`config.mk`:
```
export PLATFORM = sky130hd
export DESIGN_NAME = proc_req_gen_flat
export DESIGN_NICKNAME = d
export VERILOG_FILES = /design/src/rtl/proc_req_gen_if.sv /design/src/rtl/proc_req_gen.sv /design/src/flat_wrapper.sv
export SDC_FILE = /design/constraint.sdc
export NUM_CORES = 1
export LEC_CHECK = 0
export CAP_MARGIN = 10
export CORE_MARGIN = 3
export CORE_UTILIZATION = 25
export DETAILED_ROUTE_END_ITERATION = 12
export GPL_TIMING_DRIVEN = 0
export SYNTH_ARGS = -nofsm -noshare
export SYNTH_HDL_FRONTEND = slang
export SYNTH_SLANG_ARGS = --single-unit
```
`constraint.sdc`:
```
create_clock -name clk -period 10.75 [get_ports clk]
set_input_delay 2.15 -clock clk [delete_from_list [all_inputs] [get_ports clk]]
set_output_delay 2.15 -clock clk [all_outputs]
set_load 0.01 [all_outputs]
```
`src/rtl/proc_req_gen_if.sv`:
```
// Processor request port: the request generator drives requests (master),
// the cache controller accepts them and returns responses (slave).
interface proc_req_gen_if #(
    parameter int ADDR_W = 32,
    parameter int DATA_W = 32
);
    logic              req_valid;
    logic              req_ready;
    logic [ADDR_W-1:0] req_addr;
    logic              req_we;
    logic [DATA_W-1:0] req_wdata;
    logic              rvalid;
    logic [DATA_W-1:0] rdata;

    modport master (
        output req_valid, req_addr, req_we, req_wdata,
        input  req_ready, rvalid, rdata
    );

    modport slave (
        input  req_valid, req_addr, req_we, req_wdata,
        output req_ready, rvalid, rdata
    );
endinterface

```
`src/rtl/proc_req_gen.sv`:
```
// Processor-side request generator: sequential/strided/LFSR-random addresses inside a window,
// one outstanding request, response count and checksum. Optional write mix: PROC_WRITE_MIX_EN.
module proc_req_gen #(
    parameter int          ADDR_W     = 32,
    parameter int          DATA_W     = 32,
    parameter int          WORD_BYTES = 4,
    parameter int          WIN_BYTES  = 128,
    parameter int          CNT_W      = 16,
    parameter logic [15:0] LFSR_SEED  = 16'hACE1
) (
    input  logic                  clk,
    input  logic                  rst_n,
    input  logic                  start,
    input  logic [1:0]            mode,
    input  logic [ADDR_W-1:0]     base_addr,
    input  logic [ADDR_W-1:0]     stride,
    input  logic [CNT_W-1:0]      num_req,
    proc_req_gen_if.master        bus,
    output logic                  busy,
    output logic                  done,
    output logic [CNT_W-1:0]      resp_count,
    output logic [DATA_W-1:0]     checksum
);
    localparam logic [ADDR_W-1:0] WIN_MASK   = ADDR_W'(WIN_BYTES - 1);
    localparam logic [ADDR_W-1:0] ALIGN_MASK = ~(ADDR_W'(WORD_BYTES - 1));
    localparam logic [ADDR_W-1:0] WORD_STEP  = ADDR_W'(WORD_BYTES);
    localparam logic [CNT_W-1:0]  CNT_ONE    = CNT_W'(1);

    typedef enum logic [1:0] {IDLE, REQ, WAIT, DONE} state_t;

    state_t              state_reg;
    logic [1:0]          mode_reg;
    logic [ADDR_W-1:0]   base_reg;
    logic [ADDR_W-1:0]   stride_reg;
    logic [CNT_W-1:0]    num_reg;
    logic [CNT_W-1:0]    issued_reg;
    logic [ADDR_W-1:0]   offset_reg;
    logic [15:0]         lfsr_reg;
    logic                req_valid_reg;
    logic [ADDR_W-1:0]   req_addr_reg;
    logic                req_we_reg;
    logic [DATA_W-1:0]   req_wdata_reg;
    logic                busy_reg;
    logic                done_reg;
    logic [CNT_W-1:0]    resp_count_reg;
    logic [DATA_W-1:0]   checksum_reg;

    logic [15:0]         lfsr_next;
    logic [ADDR_W-1:0]   rand_off;
    logic [ADDR_W-1:0]   offset_next;
    logic [ADDR_W-1:0]   addr_next;
    logic                we_next;

    // x^16 + x^14 + x^13 + x^11 + 1, Fibonacci form shifting left
    assign lfsr_next = {lfsr_reg[14:0], lfsr_reg[15] ^ lfsr_reg[13] ^ lfsr_reg[12] ^ lfsr_reg[10]};

    // Zero-extend (or truncate) the LFSR state to address width
    for (genvar gi = 0; gi < ADDR_W; gi++) begin : g_rand_off
        if (gi < 16) begin : g_lfsr_bit
            assign rand_off[gi] = lfsr_reg[gi];
        end else begin : g_zero_bit
            assign rand_off[gi] = 1'b0;
        end
    end

    always_comb begin
        offset_next = '0;
        case (mode_reg)
            2'b01:   offset_next = offset_reg + (stride_reg & ALIGN_MASK);
            2'b10:   offset_next = rand_off;
            default: offset_next = offset_reg + WORD_STEP;
        endcase
        offset_next = offset_next & WIN_MASK & ALIGN_MASK;
    end

    assign addr_next = base_reg + offset_next;

    // In WAIT, issued_reg already equals the index of the request about to be loaded
`ifdef PROC_WRITE_MIX_EN
    assign we_next = (issued_reg[1:0] == 2'b11);
`else
    assign we_next = 1'b0;
`endif

    always_ff @(posedge clk or negedge rst_n) begin
        if (!rst_n) begin
            state_reg      <= IDLE;
            mode_reg       <= 2'b00;
            base_reg       <= '0;
            stride_reg     <= '0;
            num_reg        <= '0;
            issued_reg     <= '0;
            offset_reg     <= '0;
            lfsr_reg       <= LFSR_SEED;
            req_valid_reg  <= 1'b0;
            req_addr_reg   <= '0;
            req_we_reg     <= 1'b0;
            req_wdata_reg  <= '0;
            busy_reg       <= 1'b0;
            done_reg       <= 1'b0;
            resp_count_reg <= '0;
            checksum_reg   <= '0;
        end else begin
            done_reg <= 1'b0;
            case (state_reg)
                IDLE: begin
                    if (start) begin
                        mode_reg       <= mode;
                        base_reg       <= base_addr;
                        stride_reg     <= stride;
                        num_reg        <= num_req;
                        issued_reg     <= '0;
                        offset_reg     <= '0;
                        lfsr_reg       <= LFSR_SEED;
                        resp_count_reg <= '0;
                        checksum_reg   <= '0;
                        busy_reg       <= 1'b1;
                        if (num_req == '0) begin
                            state_reg <= DONE;
                        end else begin
                            state_reg     <= REQ;
                            req_valid_reg <= 1'b1;
                            req_addr_reg  <= base_addr;
                            req_we_reg    <= 1'b0;
                            req_wdata_reg <= '0;
                        end
                    end
                end
                REQ: begin
                    if (bus.req_ready) begin
                        req_valid_reg <= 1'b0;
                        issued_reg    <= issued_reg + CNT_ONE;
                        lfsr_reg      <= lfsr_next;
                        state_reg     <= WAIT;
                    end
                end
                WAIT: begin
                    if (bus.rvalid) begin
                        resp_count_reg <= resp_count_reg + CNT_ONE;
                        // Write acknowledges carry no read data
                        if (!req_we_reg) begin
                            checksum_reg <= checksum_reg + bus.rdata;
                        end
                        if (issued_reg == num_reg) begin
                            state_reg <= DONE;
                        end else begin
                            offset_reg    <= offset_next;
                            req_addr_reg  <= addr_next;
                            req_we_reg    <= we_next;
                            req_wdata_reg <= we_next ? DATA_W'(addr_next) : '0;
                            req_valid_reg <= 1'b1;
                            state_reg     <= REQ;
                        end
                    end
                end
                DONE: begin
                    done_reg  <= 1'b1;
                    busy_reg  <= 1'b0;
                    state_reg <= IDLE;
                end
                default: state_reg <= IDLE;
            endcase
        end
    end

    assign bus.req_valid = req_valid_reg;
    assign bus.req_addr  = req_addr_reg;
    assign bus.req_we    = req_we_reg;
    assign bus.req_wdata = req_wdata_reg;
    assign busy          = busy_reg;
    assign done          = done_reg;
    assign resp_count    = resp_count_reg;
    assign checksum      = checksum_reg;
endmodule

```
`src/flat_wrapper.sv`:
```
// flat-port wrapper written by rule: the top's interface ports become plain ports
module proc_req_gen_flat 
#(
    parameter int          ADDR_W     = 32,
    parameter int          DATA_W     = 32,
    parameter int          WORD_BYTES = 4,
    parameter int          WIN_BYTES  = 128,
    parameter int          CNT_W      = 16,
    parameter logic [15:0] LFSR_SEED  = 16'hACE1
)
  (clk, rst_n, start, mode, base_addr, stride, num_req, busy, done, resp_count, checksum, bus_req_valid, bus_req_addr, bus_req_we, bus_req_wdata, bus_req_ready, bus_rvalid, bus_rdata);
  proc_req_gen_if #(.ADDR_W(ADDR_W), .DATA_W(DATA_W)) bus_i ();
  input  logic clk;
  input  logic rst_n;
  input  logic start;
  input  logic [1:0] mode;
  input  logic [ADDR_W-1:0] base_addr;
  input  logic [ADDR_W-1:0] stride;
  input  logic [CNT_W-1:0] num_req;
  output logic busy;
  output logic done;
  output logic [CNT_W-1:0] resp_count;
  output logic [DATA_W-1:0] checksum;
  output wire logic [$bits(bus_i.req_valid)-1:0] bus_req_valid;
  output wire logic [$bits(bus_i.req_addr)-1:0] bus_req_addr;
  output wire logic [$bits(bus_i.req_we)-1:0] bus_req_we;
  output wire logic [$bits(bus_i.req_wdata)-1:0] bus_req_wdata;
  input wire logic [$bits(bus_i.req_ready)-1:0] bus_req_ready;
  input wire logic [$bits(bus_i.rvalid)-1:0] bus_rvalid;
  input wire logic [$bits(bus_i.rdata)-1:0] bus_rdata;
  assign bus_req_valid = bus_i.req_valid;
  assign bus_req_addr = bus_i.req_addr;
  assign bus_req_we = bus_i.req_we;
  assign bus_req_wdata = bus_i.req_wdata;
  assign bus_i.req_ready = bus_req_ready;
  assign bus_i.rvalid = bus_rvalid;
  assign bus_i.rdata = bus_rdata;
  proc_req_gen #(.ADDR_W(ADDR_W), .DATA_W(DATA_W), .WORD_BYTES(WORD_BYTES), .WIN_BYTES(WIN_BYTES), .CNT_W(CNT_W), .LFSR_SEED(LFSR_SEED)) u_core (.clk(clk), .rst_n(rst_n), .start(start), .mode(mode), .base_addr(base_addr), .stride(stride), .num_req(num_req), .bus(bus_i), .busy(busy), .done(done), .resp_count(resp_count), .checksum(checksum));
endmodule
```
==> impl_metrics.py <==
metrics = {
    "hold_path": {
        "min_from": "u_core.stride_reg[5]$_DFFE_PN0P_",
        "hold_class": "flop to flop",
    },
    "power_and_ir_drop": {
        "leakage_uw": 0.00605,
        "vdd_ir_drop_max_mv": 0.131,
        "p_per_area_nw_per_um2": 265,
        "totalPowerFinal_uw": 3540,
    },
    "place": {
        "hpwl_um": 23100,
        "io_buffer_count": 174,
        "dp.cells": 1882,
        "gp_congestion": 0.851,
    },
    "floorplanning": {
        "start_util": 0.256,
        "die_w_um": 209,
        "core_um2": 40100,
        "num_io_pins": 235,
        "fp.dieArea_um2": 43500,
        "num_rows": 73,
        "die_h_um": 209,
    },
    "grt": {
        "met1_usage": 0.182,
        "grt_use_met2": 0.231,
        "grt.overflow.total": 0,
        "grt_use_total": 0.139,
        "grt_pass1_wl_um": 48400,
        "top_usage_layer": "met2",
        "met3_usage": 0.0342,
        "grt_max_degree": 108,
        "grt_antenna_before_repair": 2,
        "grt_pass1_vias": 8831,
    },
    "finish": {
        "syn_to_final_growth_pct": 30.4,
        "post_route_cells_drive_above_1_share": 0.0763,
        "final_nets": 1540,
        "antenna_cells": 0,
        "nFillCells": 4182,
        "final_cells": 1914,
    },
    "routing": {
        "dr_total_vias": 8769,
        "via_per_inst": 4.58,
        "first_pass_iters": 5,
        "wl_per_cell_um": 15.9,
        "drt_iter0_drc": 370,
        "finalWirelength_um": 30400,
        "drc": 0,
        "ant_nets": 0,
    },
    "clocking": {
        "clkSlewWorstSetupHoldPaths_ps": 70,
        "post_cts_buffers": 0,
        "cts_tree": "yes",
        "clockRootBuffer": "clkbuf_16",
        "hold_buffers": 0,
        "post_cts_resized": 0,
        "h-tree-depth": 4,
        "clock-sinks": 177,
        "clk_latency_ps": 440,
        "numCtsBuffers": 17,
        "cts_max_path_buffers": 2,
    },
    "run": {
        "drv_cap": 0,
    },
    "worst_setup_path": {
        "critPathTopFamily": "compound AO/OA/AOI/OAI gates",
        "critical_path.endpoint_type": "flop",
        "crit_buf_inv": 1,
        "path_class": "primary input to flop",
        "arrival_ps": 5510,
        "critical_path.startpoint_type": "primary input",
        "cp_data_required_time_ps": 11110,
        "path_max_fanout": 3,
        "cp_slowest_stage_delay_ps": 500,
        "timing.rr.start": "u_core.mode_reg[0]$_DFFE_PN0P_",
        "slowest_stage": "a2111oi_4",
        "path_cells": "clkdlybuf4s50_1 -> ha_1 -> fa_1 -> a21o_1 -> a31oi_1 -> o21bai_1 -> a2111oi_4 -> o41ai_1 -> a21oi_2 -> a21oi_1 -> xnor2_1 -> o21ai_0",
        "critPathLaunch": "bus_rdata[0]",
    },
    "timing": {
        "tightestPinTransition_ps": 923,
        "hold_violations": 0,
        "timing.slew.headroom": 0.385,
        "timing.fmax_mhz": 194,
        "final_max_slew_viol_count": 0,
        "rsz0062_at_grt": "false",
        "setup_viol": 0,
        "finalClockSkew_ps": 9.63,
        "min_period_over_period": 0.479,
        "finalCriticalPeriod_ps": 5150,
    },
    "yosys": {
        "syn_area_um2": 10300,
        "synthFlopType": "dfrtp_1",
        "synth-warning-count": 0,
        "synth_top_area_share": 0.412,
        "yosys-top-cells-area": "dfrtp_1, nand2_1, ha_1",
        "ys_seq_area_frac": 0.433,
        "synth-edff-count": 0,
        "yosysTopAreaCell": "dfrtp_1",
        "synth.distinct_cells": 71,
        "syn_inst": 1150,
        "synth_area_per_cell_um2": 8.92,
        "synth-async-reset-ratio": 1.00,
        "synth_seq_cells": 177,
    },
    "run_status": {
        "outcome": "completed",
    },
}
-- path summary, 6_finish.rpt --
kind                            slack (ps)  depth (start not counted)                             endpoint
worst max register to register        6570                         20  u_core.bus.req_addr[24]$_DFFE_PN0P_
max in group asynchronous             8100                          2      u_core.checksum[14]$_DFFE_PN0P_
min in group asynchronous             1660                          1  u_core.bus.req_addr[24]$_DFFE_PN0P_
worst min-delay path                   470                          2     u_core.stride_reg[5]$_DFFE_PN0P_
worst min register to register         470                          2     u_core.stride_reg[5]$_DFFE_PN0P_
worst max-delay path                  5600                         12      u_core.checksum[28]$_DFFE_PN0P_
-- synthesized netlist by cell type (20+ instances only) --
| master | number |
|---|---|
| nand2_1 | 281 |
| dfrtp_1 | 169 |
| o21ai_0 | 77 |
| nor2_1 | 76 |
| a21oi_1 | 61 |
| xnor2_1 | 54 |
| xor2_1 | 44 |
| ha_1 | 42 |
| buf_4 | 34 |
| clkbuf_1 | 32 |
| nand3_1 | 26 |
| a21o_1 | 22 |
| mux2i_1 | 20 |
| nand4_1 | 20 |
-- cells by family (layout without fill, tap and decap cells) --
kind of cell	after synthesis	after routing	synth area share
adder cells (fa/ha/maj)	45	45	0.0571
other	1	33	0.000366
XOR/XNOR	98	98	0.0837
AO/OA/AOI/OAI	240	240	0.153
AND/OR/NAND/NOR	472	472	0.198
multiplexers	23	23	0.0228
buffers and inverters	94	301	0.0514
flip-flops	177	177	0.433
-- report_power, final --
group	internal, uW	switching, uW	total [uW]
sequential	933	214	1150
clock	309	301	610
combinational	802	980	1780
total	2040	1490	3540
-- final cells by class --
cell class	count	area, um^2	share of cell area
Multi-Input combinational cell	911	5410	0.404
Inverter	9	33.8	0.00253
Tap cell	525	657	0.0491
Timing Repair Buffer	175	1770	0.133
Clock inverter	14	130	0.00973
Clock buffer	18	439	0.0328
Sequential cell	177	4440	0.332
Buffer	85	493	0.0369
-- metal layers --
metal | share of wire | vias up | wire length, um
met5 | 0.00099 | - | 30
met2 | 0.47 | 215 | 14300
met1 | 0.46 | 4191 | 13900
met3 | 0.056 | 22 | 1700
met4 | 0.012 | 4 | 367
li1 | - | 4337 | -
-- stage by stage --
stage               setup slack [ps]  hold WS [ps]  cell area (um^2)  TNS [ps]   util
detailed placement              5170           464             12800         0  0.319
global route                    5390           511             13400         0  0.334
floorplan                       6180           437             10400         0      -
CTS                             5620           481             13400         0  0.334
finish                          5600           473             13400         0  0.334
global placement                -334           458             12800    -52030  0.319
-- cells in the final DEF, fill, tap and decap left out, drive strengths merged, types with 12 or more instances in the layout --
master / instances
a21o: 23
a21oi: 62
a22o: 17
and3: 13
buf: 51
clkbuf: 53
clkdlybuf4s50: 174
conb: 33
dfrtp: 169
ha: 42
inv: 12
mux2i: 20
nand2: 283
nand3: 26
nand4: 20
nor2: 76
o21ai: 82
xnor2: 54
xor2: 44
-- worst reg2reg max path, delay by kind of cell (launching register included) --
kind / cells / cell delay (ps)
AND/OR/NAND/NOR: 6 / 850
buffers and inverters: 2 / 290
flip-flops: 1 / 420
AO/OA/AOI/OAI: 5 / 1000
XOR/XNOR: 3 / 470
multiplexers: 1 / 220
adder cells (fa/ha/maj): 3 / 810
Note: power is estimated with default switching activity, not from simulation.
==> patch 1 (config.mk and constraints unchanged) <==
`DATA_W` is set to 32 in 3 places; all go to 64.
--- a/src/rtl/proc_req_gen_if.sv
+++ b/src/rtl/proc_req_gen_if.sv
@@ -2,7 +2,7 @@
 // the cache controller accepts them and returns responses (slave).
 interface proc_req_gen_if #(
     parameter int ADDR_W = 32,
-    parameter int DATA_W = 32
+    parameter int DATA_W = 64
 );
     logic              req_valid;
     logic              req_ready;
--- a/src/rtl/proc_req_gen.sv
+++ b/src/rtl/proc_req_gen.sv
@@ -2,7 +2,7 @@
 // one outstanding request, response count and checksum. Optional write mix: PROC_WRITE_MIX_EN.
 module proc_req_gen #(
     parameter int          ADDR_W     = 32,
-    parameter int          DATA_W     = 32,
+    parameter int          DATA_W     = 64,
     parameter int          WORD_BYTES = 4,
     parameter int          WIN_BYTES  = 128,
     parameter int          CNT_W      = 16,
--- a/src/flat_wrapper.sv
+++ b/src/flat_wrapper.sv
@@ -2,7 +2,7 @@
 module proc_req_gen_flat 
 #(
     parameter int          ADDR_W     = 32,
-    parameter int          DATA_W     = 32,
+    parameter int          DATA_W     = 64,
     parameter int          WORD_BYTES = 4,
     parameter int          WIN_BYTES  = 128,
     parameter int          CNT_W      = 16,
Interface: changed (resized bus_rdata, bus_req_wdata and checksum); port bits go from 235 to 331. No check against the original RTL was run, so the function may have changed too.
==> patch 1 against the original RTL <==
- wire length grew 47%
- area after synthesis increased by 32%
- via count is 44% higher
- sequential cell count increased by 32
- total power up 32%
- hold slack better by 1.3 ps
- synthesized cell count is 39% higher
- setup slack got worse by 170 ps
- cell area up 35%
- highest routed layer unchanged
==> patch 1: results (changes against the original RTL) <==
stage,metric,value,unit,change
outcome,status,"finished, final reports clean",,unchanged
critical_path,CP arrival,5750,ps,was 5510 ps
layout,Fillers,5455,,was 4182
placement,Post-Place Worst Slack,4890,ps,was 5170 ps
logic_synthesis,synth top area cells,"dfrtp_1, nand2_1, ha_1",,unchanged
logic_synthesis,Gate Count Post-Synth,1601,,was 1150
drt,final wirelength,44.6,mm,was 30.4 mm
placement,Placer Congestion,0.898,,was 0.851
placement,number of I/O port buffers,238,,was 174
placement,post-detail-place hpwl,34.8,mm,was 23.1 mm
clock_network,H-tree levels,1,,was 4
grt,first-pass GRT wire length,68.9,mm,was 48.4 mm
sta,clk_skew,15.1,ps,was 9.63 ps
logic_synthesis,Netlist cell types,68,,was 71
logic_synthesis,Synth Warn #,0,,unchanged
grt,largest net degree at the start of global routing,81,,was 108
hold_path,Hold Crit Class,register to register,,unchanged
job,max cap viols,0,,unchanged
drt,DRT iter0 DRCs,617,,was 370
clock_network,"Clk pin slew, worst setup/hold paths",60,ps,
power,Peak VDD IR,133,uV,was 131 uV
clock_network,worst skew pair latency,570,ps,was 440 ps
drt,WL/cell,16.9,um,was 15.9 um
placement,placed insts,2593,,was 1882
layout,nets,2164,,was 1540
clock_network,CTS buffer count,29,,was 17
sta,worst-margin pin slew,1120,ps,was 923 ps
drt,drt first pass iters,5,,unchanged
clock_network,post-CTS setup buffer count,0,,unchanged
layout,share of layout cells above drive strength 1,0.0731,,was 0.0763
clock_network,Root Driver,clkbuf_16,,unchanged
critical_path,r2r setup slk,6260,ps,was 6570 ps
logic_synthesis,Synth async-reset ratio,1.00,,unchanged
grt,initial antenna violation count,4,,was 2
logic_synthesis,register area share after synthesis,0.387,,was 0.433
power,Leak,8.03,nW,was 6.05 nW
grt,number of global-route vias before repair,12400,,was 8831
sta,setup ws final,5420,ps,was 5600 ps
critical_path,Worst Path Max Fanout,8,,was 3
logic_synthesis,Post-synth top cells,"nand2_1, dfrtp_1, o21ai_0",,unchanged
drt,vias per inst,4.76,,was 4.58
grt,Tot GR Track Use,0.151,,was 0.139
sta,worst hold slack,474,ps,was 473 ps
layout,Largest register FFs,64,,
logic_synthesis,top_reg_cell synth,dfrtp_1,,unchanged
clock_network,post-CTS sizing,0,,unchanged
clock_network,CTS max path bufs,3,,was 2
-- patch 1: cell count changes after synthesis, sizes merged, moves of 12 or more --
cell    unedited run  this run
clkbuf            35        71
a21oi             62       116
mux2i             20         8
xnor2             54        78
nor2              76        96
ha                42        74
buf               49        72
nand4             20        41
dfrtp            169       201
a21o              23        37
o21ai             82       144
nand2            283       355
xor2              44        56
-- patch 1: layout make-up --
| class | instances | area (um2) | area share |
|---|---|---|---|
| Timing Repair Buffer | 240 | 2440 | 0.136 |
| Tap cell | 688 | 861 | 0.0478 |
| Buffer | 143 | 785 | 0.0436 |
| Clock buffer | 42 | 845 | 0.0469 |
| Antenna cell | 2 | 5.00 | 0.000278 |
| Inverter | 17 | 63.8 | 0.00355 |
| Multi-Input combinational cell | 1296 | 7680 | 0.427 |
| Sequential cell | 209 | 5240 | 0.291 |
| Clock inverter | 10 | 73.8 | 0.00410 |
-- patch 1: worst max-delay path, stage by stage --
cell	delay [ps]
clkdlybuf4s50_1	400
ha_1	270
clkbuf_1	330
nand4_1	250
o211ai_1	170
nor4bb_1	230
o21ai_1	160
a211oi_1	570
o21ai_1	260
a21oi_1	480
a31oi_1	190
xnor2_1	180
o21ai_0	100
-- patch 1: report_power, final --
| group | total, mW | switching, mW | internal, mW |
|---|---|---|---|
| combinational | 2.37 | 1.35 | 1.02 |
| clock | 0.927 | 0.383 | 0.545 |
| sequential | 1.36 | 0.262 | 1.10 |
-- patch 1: kinds of logic after synthesis --
family	count (synthesis)	share of synthesized area
AO/OA/AOI/OAI	397	0.183
XOR/XNOR	134	0.0867
adder cells (fa/ha/maj)	77	0.0729
buffers and inverters	160	0.0627
flip-flops	209	0.387
multiplexers	11	0.00842
other	1	0.000277
AND/OR/NAND/NOR	612	0.199
-- patch 1: through the flow --
stage	util	instance area [um2]
floorplan	-	13800
global placement	0.321	17000
detailed placement	0.322	17100
CTS	0.339	18000
global route	0.339	18000
finish	0.339	18000
-- patch 1: worst paths after layout --
check	depth (start not counted)	from	end
max	13	bus_rdata[18]	u_core.checksum[61]$_DFFE_PN0P_
min	2	u_core.stride_reg[6]$_DFFE_PN0P_	u_core.stride_reg[6]$_DFFE_PN0P_
max reg2reg	18	u_core.mode_reg[0]$_DFFE_PN0P_	u_core.bus.req_addr[31]$_DFFE_PN0P_
min reg2reg	2	u_core.stride_reg[6]$_DFFE_PN0P_	u_core.stride_reg[6]$_DFFE_PN0P_
max in group asynchronous	3	rst_n	u_core.checksum[51]$_DFFE_PN0P_
min in group asynchronous	1	rst_n	u_core.bus.req_addr[6]$_DFFE_PN0P_
-- patch 1: per-layer routing --
layer	up-vias	share of wire	GRT usage
met5	-	0.00076	0
met2	356	0.45	0.244
li1	6097	-	-
met3	75	0.079	0.0404
met1	6063	0.44	0.197
met4	4	0.027	0.0447
==> patch 2 (config.mk and constraints unchanged) <==
Made on the original files. The 4 states of `state_t` get a one-hot encoding in 4 bits.
--- a/src/rtl/proc_req_gen.sv
+++ b/src/rtl/proc_req_gen.sv
@@ -26,7 +26,7 @@
     localparam logic [ADDR_W-1:0] WORD_STEP  = ADDR_W'(WORD_BYTES);
     localparam logic [CNT_W-1:0]  CNT_ONE    = CNT_W'(1);
 
-    typedef enum logic [1:0] {IDLE, REQ, WAIT, DONE} state_t;
+    typedef enum logic [3:0] {IDLE = 4'b0001, REQ = 4'b0010, WAIT = 4'b0100, DONE = 4'b1000} state_t;
 
     state_t              state_reg;
     logic [1:0]          mode_reg;
Function: same outputs for any inputs over 4 cycles, from zero or initial values and one cycle with rst_n low; so few cycles prove little.
==> patch 2 against the original RTL <==
- area after synthesis up 0.32%
- global-route usage up 0.31 points
- critical path depth down 1
- cell area up 0.45%
- setup slack better by 310 ps
- sequential cell count up 2
- wire length up 1.9%
- combinational power down 29%
- register-to-register slack worse by 240 ps
- total power down 15%
- die area up 0.31%
- critical endpoint is now u_core.checksum[26]$_DFFE_PN0P_
- largest power group unchanged
- highest routed layer unchanged
==> patch 2: results (changes against the original RTL) <==
stage,metric,value,unit,change
critical_path,Crit. Startpoint,bus_rdata[0],,unchanged
hold_path,HP Start,u_core.lfsr_reg[7]$_DFFE_PN1P_,,was u_core.stride_reg[5]$_DFFE_PN0P_
grt,initial antenna violation count,3,,was 2
layout,Fillers,4157,,was 4182
logic_synthesis,syn avg cell area,8.90,um2,was 8.92 um2
sta,worst-margin pin slew,949,ps,was 923 ps
placement,Post-Place Worst Slack,5470,ps,was 5170 ps
hold_path,Hold EP,u_core.lfsr_reg[7]$_DFFE_PN1P_,,was u_core.stride_reg[5]$_DFFE_PN0P_
critical_path,worst r2r path cells,17,,was 20
critical_path,reg2reg start,u_core.mode_reg[0]$_DFFE_PN0P_,,unchanged
sta,"Period Utilization, post-route",0.451,,was 0.479
layout,Multi-input gate area,0.00543,mm2,was 0.00541 mm2
drt,vias per inst,4.68,,was 4.58
clock_network,worst skew pair latency,470,ps,was 440 ps
critical_path,CP arrival,5170,ps,was 5510 ps
hold_path,Hold Crit Class,register to register,,unchanged
grt,Tot GR Track Use,0.142,,was 0.139
logic_synthesis,register area share after synthesis,0.437,,was 0.433
drt,drt first pass iters,6,,was 5
critical_path,CP peak stage delay,440,ps,was 500 ps
layout,share of layout cells above drive strength 1,0.0702,,was 0.0763
sta,clk_skew,20.3,ps,was 9.63 ps
layout,nets,1547,,was 1540
critical_path,CP Capture Point,u_core.checksum[26]$_DFFE_PN0P_,,was u_core.checksum[28]$_DFFE_PN0P_
power,Peak VDD IR,94.8,uV,was 131 uV
critical_path,CP max-delay cell,clkdlybuf4s50_1,,was a2111oi_4
sta,worst hold slack,457,ps,was 473 ps
drt,final wirelength,31.0,mm,was 30.4 mm
logic_synthesis,Netlist cell types,61,,was 71
power,Leak,6.23,nW,was 6.05 nW
critical_path,r2r setup slk,6330,ps,was 6570 ps
clock_network,CTS max path bufs,2,,unchanged
drt,DRT iter0 DRCs,514,,was 370
critical_path,worst flop-to-flop path endpoint,u_core.bus.req_addr[28]$_DFFE_PN0P_,,was u_core.bus.req_addr[24]$_DFFE_PN0P_
logic_synthesis,Post-synth top cells,"nand2_1, dfrtp_1, o21ai_0",,unchanged
hold_path,hold depth,2,,unchanged
logic_synthesis,synth top area cells,"dfrtp_1, nand2_1, xor2_1",,"was dfrtp_1, nand2_1, ha_1"
placement,post-detail-place hpwl,23.4,mm,was 23.1 mm
outcome,status,"finished, final reports clean",,unchanged
placement,placed insts,1889,,was 1882
grt,largest net degree at the start of global routing,109,,was 108
layout,Finished Layout Cells,1922,,was 1914
clock_network,"Clk pin slew, worst setup/hold paths",70,ps,about the same
clock_network,Root Driver,clkbuf_16,,unchanged
clock_network,CTS buffer count,17,,unchanged
placement,Placer Congestion,0.834,,was 0.851
placement,Post-Place Cell Area,0.0128,mm2,about the same
grt,first-pass GRT wire length,49.6,mm,was 48.4 mm
[patch 2: cell families (layout without fill, tap and decap cells)]
| group | Yosys count | after routing | share of synthesized area |
|---|---|---|---|
| other | 1 | 34 | 0.000365 |
| multiplexers | 27 | 27 | 0.0271 |
| AO/OA/AOI/OAI | 234 | 234 | 0.142 |
| buffers and inverters | 95 | 303 | 0.0473 |
| AND/OR/NAND/NOR | 476 | 476 | 0.205 |
| adder cells (fa/ha/maj) | 45 | 45 | 0.0569 |
| XOR/XNOR | 99 | 99 | 0.0843 |
| flip-flops | 179 | 179 | 0.437 |
[patch 2: area by class of cell]
type | instances | share of cell area
flip-flops and latches | 179 | 0.334
clock buffers | 18 | 0.0319
inverters | 13 | 0.00363
diodes | 1 | 0.000186
multi-input cells | 914 | 0.404
repair buffers | 176 | 0.132
plain buffers | 82 | 0.0326
clock inverters | 14 | 0.0119
well taps | 525 | 0.0489
[patch 2: critical path, delay by kind of cell]
family,cells,cell delay [ps]
AO/OA/AOI/OAI,6,1580
AND/OR/NAND/NOR,1,160
buffers and inverters,1,440
adder cells (fa/ha/maj),2,660
XOR/XNOR,1,170
[patch 2: power breakdown]
group	leakage [nW]	internal, mW	switching [mW]
Clock	0.286	0.331	0.312
Sequential	2.31	0.910	0.195
Combinational	3.63	0.560	0.708
Total	6.23	1.80	1.22
[patch 2: routing by layer]
metal	vias up	track usage	share of wire
met1	4358	0.182	0.45
met2	227	0.235	0.48
met4	4	0.0467	0.019
li1	4373	-	-
met3	38	0.0344	0.050
met5	-	0	0.00087
